--- config.mk ---
export PLATFORM = sky130hd
export DESIGN_NAME = ram_arbiter
export DESIGN_NICKNAME = d
export VERILOG_FILES = /design/src/rtl/ram_arbiter.sv
export SDC_FILE = /design/constraint.sdc
export NUM_CORES = 1
export LEC_CHECK = 0
export ABC_AREA = 0
export CAP_MARGIN = 0
export CORE_AREA = 4 4 74 76
export DETAILED_ROUTE_END_ITERATION = 8
export DIE_AREA = 0 0 78 80
export PLACE_DENSITY = 0.75
export SLEW_MARGIN = 30
export SYNTH_ARGS = -nofsm -noshare
export SYNTH_HDL_FRONTEND = slang
export SYNTH_SLANG_ARGS = --single-unit
--- constraint.sdc ---
create_clock -name clk -period 1.9 [get_ports clk]
set_clock_uncertainty 0.2 [all_clocks]
set_input_delay 0.38 -clock clk [delete_from_list [all_inputs] [get_ports clk]]
set_output_delay 0.38 -clock clk [all_outputs]
set_load 0.01 [all_outputs]
--- src/rtl/ram_arbiter.sv ---
// ram_arbiter: two-port round-robin arbiter and access sequencer for a
// single-port, asynchronous-read RAM with a level-sensitive write strobe.
// Every RAM control and data output comes straight from a flop, so the
// RAM never sees a combinational glitch on addr, data or wr.
//
// Handshake: a request transfers on a cycle where req_valid && req_ready
// are both high. req_ready is combinational and is high only in IDLE, and
// only for the port the round-robin picks. Request fields are sampled only
// on the transfer cycle. A requester may raise or drop valid at any time
// before it is granted. Each accepted request produces exactly one
// rsp_valid pulse to its owner, three cycles after the transfer.
module ram_arbiter #(
    parameter int ADDR_SIZE = 10,
    parameter int WORD_SIZE = 8
) (
    input  logic                 clk,
    input  logic                 rst_n,
    input  logic                 a_req_valid,
    output logic                 a_req_ready,
    input  logic                 a_req_wr,
    input  logic [ADDR_SIZE-1:0] a_req_addr,
    input  logic [WORD_SIZE-1:0] a_req_wdata,
    output logic                 a_rsp_valid,
    output logic [WORD_SIZE-1:0] a_rsp_rdata,
    input  logic                 b_req_valid,
    output logic                 b_req_ready,
    input  logic                 b_req_wr,
    input  logic [ADDR_SIZE-1:0] b_req_addr,
    input  logic [WORD_SIZE-1:0] b_req_wdata,
    output logic                 b_rsp_valid,
    output logic [WORD_SIZE-1:0] b_rsp_rdata,
    output logic [ADDR_SIZE-1:0] mem_addr,
    output logic [WORD_SIZE-1:0] mem_wdata,
    output logic                 mem_wr,
    output logic                 mem_cs,
    input  logic [WORD_SIZE-1:0] mem_rdata,
    output logic                 busy,
    output logic [1:0]           o_dbg_state
);

    typedef enum logic [1:0] {
        ST_IDLE   = 2'd0,
        ST_SETUP  = 2'd1,
        ST_STROBE = 2'd2,
        ST_RESP   = 2'd3
    } state_t;

    localparam logic OWNER_A = 1'b0;
    localparam logic OWNER_B = 1'b1;

    state_t               r_state;
    state_t               w_next_state;
    logic                 w_any_valid;
    logic                 w_grant_owner;
    logic                 w_a_ready;
    logic                 w_b_ready;

    logic                 r_last_grant;
    logic                 r_owner;
    logic                 r_wr;
    logic [ADDR_SIZE-1:0] r_mem_addr;
    logic [WORD_SIZE-1:0] r_mem_wdata;
    logic                 r_mem_wr;
    logic                 r_mem_cs;
    logic                 r_a_rsp_valid;
    logic                 r_b_rsp_valid;
    logic [WORD_SIZE-1:0] r_a_rsp_rdata;
    logic [WORD_SIZE-1:0] r_b_rsp_rdata;

    // Round-robin pick, next-state and ready generation.
    always_comb begin
        w_any_valid   = a_req_valid | b_req_valid;
        w_grant_owner = OWNER_A;
        w_next_state  = r_state;
        w_a_ready     = 1'b0;
        w_b_ready     = 1'b0;

        // On contention the port that was not served last wins.
        if (a_req_valid && b_req_valid) begin
            w_grant_owner = (r_last_grant == OWNER_A) ? OWNER_B : OWNER_A;
        end else if (b_req_valid) begin
            w_grant_owner = OWNER_B;
        end

        case (r_state)
            ST_IDLE: begin
                if (w_any_valid) begin
                    w_next_state = ST_SETUP;
                    w_a_ready    = (w_grant_owner == OWNER_A);
                    w_b_ready    = (w_grant_owner == OWNER_B);
                end
            end
            ST_SETUP:  w_next_state = ST_STROBE;
            ST_STROBE: w_next_state = ST_RESP;
            ST_RESP:   w_next_state = ST_IDLE;
            default:   w_next_state = ST_IDLE;
        endcase
    end

    // State register; async reset aborts any transaction in flight.
    always_ff @(posedge clk or negedge rst_n) begin
        if (!rst_n) begin
            r_state <= ST_IDLE;
        end else begin
            r_state <= w_next_state;
        end
    end

    // Request capture and registered RAM/response outputs, driven from the
    // next state so each output is already valid in the cycle it belongs to.
    always_ff @(posedge clk or negedge rst_n) begin
        if (!rst_n) begin
            r_last_grant  <= OWNER_B;
            r_owner       <= OWNER_A;
            r_wr          <= 1'b0;
            r_mem_addr    <= '0;
            r_mem_wdata   <= '0;
            r_mem_wr      <= 1'b0;
            r_mem_cs      <= 1'b0;
            r_a_rsp_valid <= 1'b0;
            r_b_rsp_valid <= 1'b0;
            r_a_rsp_rdata <= '0;
            r_b_rsp_rdata <= '0;
        end else begin
            if (r_state == ST_IDLE && w_any_valid) begin
                r_owner      <= w_grant_owner;
                r_last_grant <= w_grant_owner;
                if (w_grant_owner == OWNER_B) begin
                    r_wr        <= b_req_wr;
                    r_mem_addr  <= b_req_addr;
                    r_mem_wdata <= b_req_wdata;
                end else begin
                    r_wr        <= a_req_wr;
                    r_mem_addr  <= a_req_addr;
                    r_mem_wdata <= a_req_wdata;
                end
            end

            // cs spans SETUP..RESP; wr only in STROBE, giving setup and hold
            // around the level-sensitive write.
            r_mem_cs      <= (w_next_state != ST_IDLE);
            r_mem_wr      <= (w_next_state == ST_STROBE) && r_wr;
            r_a_rsp_valid <= (w_next_state == ST_RESP) && (r_owner == OWNER_A);
            r_b_rsp_valid <= (w_next_state == ST_RESP) && (r_owner == OWNER_B);

            // Read data is stable by the end of STROBE; only the owner's copy moves.
            if (r_state == ST_STROBE && !r_wr) begin
                if (r_owner == OWNER_A) begin
                    r_a_rsp_rdata <= mem_rdata;
                end else begin
                    r_b_rsp_rdata <= mem_rdata;
                end
            end
        end
    end

    assign a_req_ready = w_a_ready;
    assign b_req_ready = w_b_ready;
    assign a_rsp_valid = r_a_rsp_valid;
    assign b_rsp_valid = r_b_rsp_valid;
    assign a_rsp_rdata = r_a_rsp_rdata;
    assign b_rsp_rdata = r_b_rsp_rdata;
    assign mem_addr    = r_mem_addr;
    assign mem_wdata   = r_mem_wdata;
    assign mem_wr      = r_mem_wr;
    assign mem_cs      = r_mem_cs;
    assign busy        = (r_state != ST_IDLE);
    assign o_dbg_state = r_state;

endmodule

Yosys cells after proc, flatten, opt, wreduce, memory -nomap -nowiden
Cells that the tools add are included.
{"block": "word_totals", "n_memories": 0, "word_cells": 44, "register_bits": 43, "latchBits": 0, "in_bits": 50, "mem_bits_rw": 0, "romBits": 0}
{"block": "classes", "mul": 0, "magnitude_cmp": 0, "n_bitwise": 3, "add_sub_neg": 0, "reduce_logical": 12, "mux": 12, "n_shift": 0, "div_mod_pow": 0, "n_eq_ne": 5}
{"op": "$mux 10", "n": 1}
{"op": "$eq 2x2->1 const B", "n": 4}
{"op": "$mux 1", "n": 8}
{"op": "$mux 8", "n": 1}
{"op": "$pmux 2 s4", "n": 1}
{"op": "$logic_and 1x1->1", "n": 6}
{"op": "$reduce_and 2->1", "n": 2}
{"op": "$reduce_bool 2->1", "n": 2}
{"op": "$eq 2x1->1 const B", "n": 1}
{"op": "$logic_not 2->1", "n": 1}
{"op": "$mux 2", "n": 1}
{"op": "$not 1->1", "n": 2}
{"op": "$logic_not 1->1", "n": 1}
{"op": "$or 1x1->1", "n": 1}

Longest topological paths before layout
{"block": "logic_depth", "depth_word": 5, "mapped_depth": 6}

Least setup slack after synthesis
Ideal clock, no wire load.
{"block": "synth_path", "path_kind": "flip-flop to flip-flop", "from": "register r_state[0] (netlist: o_dbg_state[0])", "to": "register r_mem_addr[1] (netlist: mem_addr[1])", "setup_slack_ps": 52, "period_less_slack_ps": 1848, "stages_incl_launch_ff": 7, "required_time_ps": 1574, "arrival_ps": 1522, "n_path_buf": 1, "cell_sequence": "dfrtp_1 -> inv_1 -> ha_1 -> and2_4 -> and2_4 -> buf_6 -> a221o_1"}
{"block": "synth_via", "elab_chain_cells": 2}
{"item": "from (decl)", "line_no": "51", "rtl": "state_t r_state;"}
{"item": "from (signal assigned)", "line_no": "105", "rtl": "r_state <= w_next_state;"}
{"item": "$logic_not 2->1", "line_no": "125", "rtl": "if (r_state == ST_IDLE && w_any_valid) begin"}
{"item": "$logic_and 1x1->1", "line_no": "125"}
{"item": "to (signal assigned)", "line_no": "130", "rtl": "r_mem_addr <= b_req_addr;"}
{"item": "to (signal assigned)", "line_no": "134", "rtl": "r_mem_addr <= a_req_addr;"}
{"item": "to (decl)", "line_no": "61", "rtl": "logic [ADDR_SIZE-1:0] r_mem_addr;"}
Every way passes these cells.
A chain may end at the register's enable or synchronous reset.

Final worst setup path
{"block": "layout_path", "from": "input port b_req_valid", "to": "output port b_req_ready"}
{"block": "layout_via", "elab_chain_cells": 4, "word_cells_on_any_way": 6, "cone_classes": "4 x mux; 1 x bitwise; 1 x reduce/logical"}
{"item": "from (decl)", "line_no": "25", "rtl": "input logic b_req_valid,"}
{"item": "$mux 1 or $logic_and 1x1->1 (tied branches)", "line_no": "81, 79"}
{"item": "$mux 1", "line_no": "79", "rtl": "if (a_req_valid && b_req_valid) begin"}
{"item": "$mux 1 *", "line_no": "87", "rtl": "if (w_any_valid) begin"}
{"item": "$mux 1 *", "line_no": "85", "rtl": "case (r_state)"}
{"item": "to (decl)", "line_no": "26", "rtl": "output logic b_req_ready,"}
Mark *: on every way between the ends. The rest lies on a longest branch, timed or not.

==> flow_summary.rst <==
.. list-table::
   :header-rows: 1

   * - Metric
     - Value
   * - Mean number of vias per cell
     - roughly 4.8
   * - Warning count from the yosys run
     - 0
   * - Wire length on met2
     - approximately 2.3 mm
   * - Post-route total power
     - between 4 and 5 mW
   * - Iteration count of the initial detailed-routing pass
     - 4
   * - Clock transition at path regs
     - roughly 0.080 ns
   * - CTS tree
     - built
   * - RD Place Congestion
     - 0.793
   * - Static leakage
     - between 1 and 1.5 nW
   * - Slew margin rel.
     - 0.720
   * - Antenna Cells
     - 0
   * - Predominant post-synthesis flop cell
     - dfrtp_1
   * - Nets
     - a little over 300
   * - Path class of the lowest-slack min-delay path
     - in -> async
   * - Number of enable flip-flop cells after synthesis
     - 0
   * - X dimension of the die
     - 78 um
   * - Total via count in the routed design
     - 1535
   * - Hold Fails Final Rpt
     - 0
   * - Layout Area Growth over Synthesis
     - 67.1%
   * - Routed wire length on met3
     - 355 um
   * - Total negative slack
     - 0 ns
   * - Pre-CTS WS
     - -0.377 ns
   * - Sequential cell area fraction in the yosys report
     - 0.590
   * - Largest fanout on the critical path
     - 3
   * - Wl on met1
     - 2.01 mm
   * - Slew at the pin closest to its max-slew limit
     - approximately 0.42 ns
   * - Number of buffers on the longest clock path
     - 2
   * - Number of port buffers
     - slightly above 90
   * - Fraction of power consumed by combinational cells
     - 0.516
   * - Worst reg2reg startpoint
     - o_dbg_state[0]$_DFF_PN0_
   * - Leading cell type in the layout, fill and taps excluded
     - clkdlybuf4s50_1
   * - Part of the power in registers
     - 0.350
   * - Core Util, Final
     - 0.646
   * - Max rail drop VDD
     - between 0.0009 and 0.001 V
   * - Cell variety after synth
     - 28
   * - Number of buffers created by CTS
     - 5
   * - Critical path origin
     - b_req_valid
   * - Die height
     - 80 um
   * - Worst skew pair latency
     - 0.29 ns
   * - Layout cell share with drive strength beyond 1
     - 0.234
   * - I/O pin count
     - 93
   * - Final WS setup
     - 0.0420 ns
   * - CP Data Required Time
     - roughly 1.3 ns
   * - CTS Root Cell
     - clkbuf_8
   * - Crit start category
     - input port
   * - Most used cells in the layout excluding fill and tap cells
     - 86 x clkdlybuf4s50_1, 42 x dfrtp_1, 16 x mux2_2
   * - Period minus WS final
     - approximately 1.9 ns
   * - Core Region
     - 4720 sq um
   * - Count of state elements after synthesis
     - 43
   * - Max_cap viols
     - 0
   * - Critical path type
     - in -> out
   * - Clock network fraction of total power
     - 0.134
   * - Post-route cell area
     - 3050 sq um
   * - Data arrival at the endpoint of the critical path
     - 1.28 ns
   * - Global-route wire length before repair
     - 7.66 mm
   * - NetSw
     - between 1 and 1.5 mW
   * - Achievable frequency
     - around 540 MHz
   * - Clock H-tree levels
     - 2
   * - Netlist area before placement
     - approximately 1800 sq um
   * - Detail Route Antenna Nets
     - 0
   * - Unrepaired setup endpoints after global routing
     - true
   * - Synthesized area per cell
     - 12.7 sq um
   * - Setup-violating endpoint count in the final report
     - 0
   * - Post-route DRC
     - 0
   * - Initial antenna violation count
     - 0
   * - GR Overflow Total
     - 0
   * - Pwr per Cell Area
     - 1530 nW/um^2
   * - Minimum hold slack
     - 0.273 ns
   * - Post-Syn Nets
     - 198
   * - Non-filler cells, final
     - 323
   * - Highest routed metal layer
     - met4
   * - Detailed placer's ending HPWL
     - 3.69 mm
   * - Number of pins with negative max-slew slack in the final report
     - 0
   * - Clock tree sinks
     - 43
   * - Status
     - complete, no violations
   * - Placed cell areas
     - 2930 sq um
   * - Placement Rows
     - 25
   * - Largest net degree at the start of global routing
     - 25
   * - Crit. End Element
     - primary output
   * - Floorplan die area
     - between 6000 and 7000 sq um
   * - Total routing resource utilization after global routing
     - 0.157
   * - Period utilization
     - 0.978
   * - Number of global-route vias before repair
     - 1546
   * - Power Internal
     - 3.19 mW
   * - Number of placed instances with taps included
     - roughly 310
   * - Switching portion of total power
     - 0.316
   * - Post-Syn Instances
     - 144
   * - Wire per inst
     - roughly 15 um
   * - Final routed wirelength across all metal layers
     - 4.77 mm
   * - DRC violation total after the first TritonRoute iteration
     - between 70 and 80
   * - Starting utilization of the core area
     - 0.386
   * - Post-synth ARST share
     - 1.00
## cells by family (layout without fill, tap and decap cells)
family                     after synthesis  in the layout  synth area share
DFF                                     43             43             0.590
and+or+nand+nor                         40             40             0.125
AOI/OAI and AO/OA                       33             33             0.136
muxes                                   16             16            0.0987
buffers and inverters                    8            120            0.0226
adders and majority gates                4              4            0.0274
## cells in the mapped netlist, types with 2 or more instances
cell type	count	area share
a21oi_1	15	0.041
ha_1	4	0.027
a221o_1	8	0.044
dfrtp_1	42	0.58
and2_1	4	0.014
and3_1	12	0.041
mux2_2	16	0.099
and2_4	2	0.0096
buf_2	3	0.0082
nand2_1	8	0.016
inv_1	3	0.0062
nor2_1	8	0.016
a221o_2	4	0.025
## layout make-up
| class | count | area (sq um) |
|---|---|---|
| fillers | 384 | 1670 |
| repair buffers | 109 | 1050 |
| clock buffers | 8 | 100 |
| inverters | 3 | 11.3 |
| well taps | 67 | 83.8 |
| multi-input cells | 93 | 724 |
| flip-flops and latches | 43 | 1080 |
## flip-flops by register name (all words and copies together) (netlist names), 2 cells and up
register	flops
mem_addr	10
o_dbg_state	2
a_rsp_rdata	8
mem_wdata	8
b_rsp_rdata	8
## layer usage
layer / vias up / GRT usage
li1: 745 / -
met2: 54 / 0.256
met1: 725 / 0.197
met5: - / 0
met3: 11 / 0.0497
met4: 0 / 0.0542
## power groups by stage
stage	Sequential, mW	Clock (mW)	Combinational (mW)
floorplan	1.84	0	0.855
global placement	1.64	0	2.37
detailed placement	1.65	0	2.42
CTS	1.64	0.647	2.42
global route	1.69	0.683	2.62
finish	1.63	0.624	2.41
## path summary, 6_finish.rpt
path                                                    to  slack (ns)  cells after the start
worst max-delay path                           b_req_ready        0.04                      4
worst min-delay path                   r_owner$_DFFE_PN0P_        0.27                      2
worst max register to register  b_rsp_rdata[0]$_DFFE_PN0P_        0.10                      5
worst min register to register  b_rsp_rdata[4]$_DFFE_PN0P_        0.31                      1
max in group asynchronous       b_rsp_rdata[5]$_DFFE_PN0P_        0.66                      3
min in group clk                b_rsp_rdata[4]$_DFFE_PN0P_        0.31                      1
## critical path, stage by stage
cell and delay, ns:
clkdlybuf4s50_1 0.51, and2_4 0.16, and2_4 0.14, buf_6 0.09
## timing repair
action / in CTS / in global routing
setup buffers: 0 / 0
resized for setup: 18 / 4
hold buffers: 1 / 0
hold endpoints to repair: 8 / 0
endpoints found under the setup margin: 4 / 2
pin swaps: 0 / 0
Note: power is estimated with default switching activity, not from simulation.
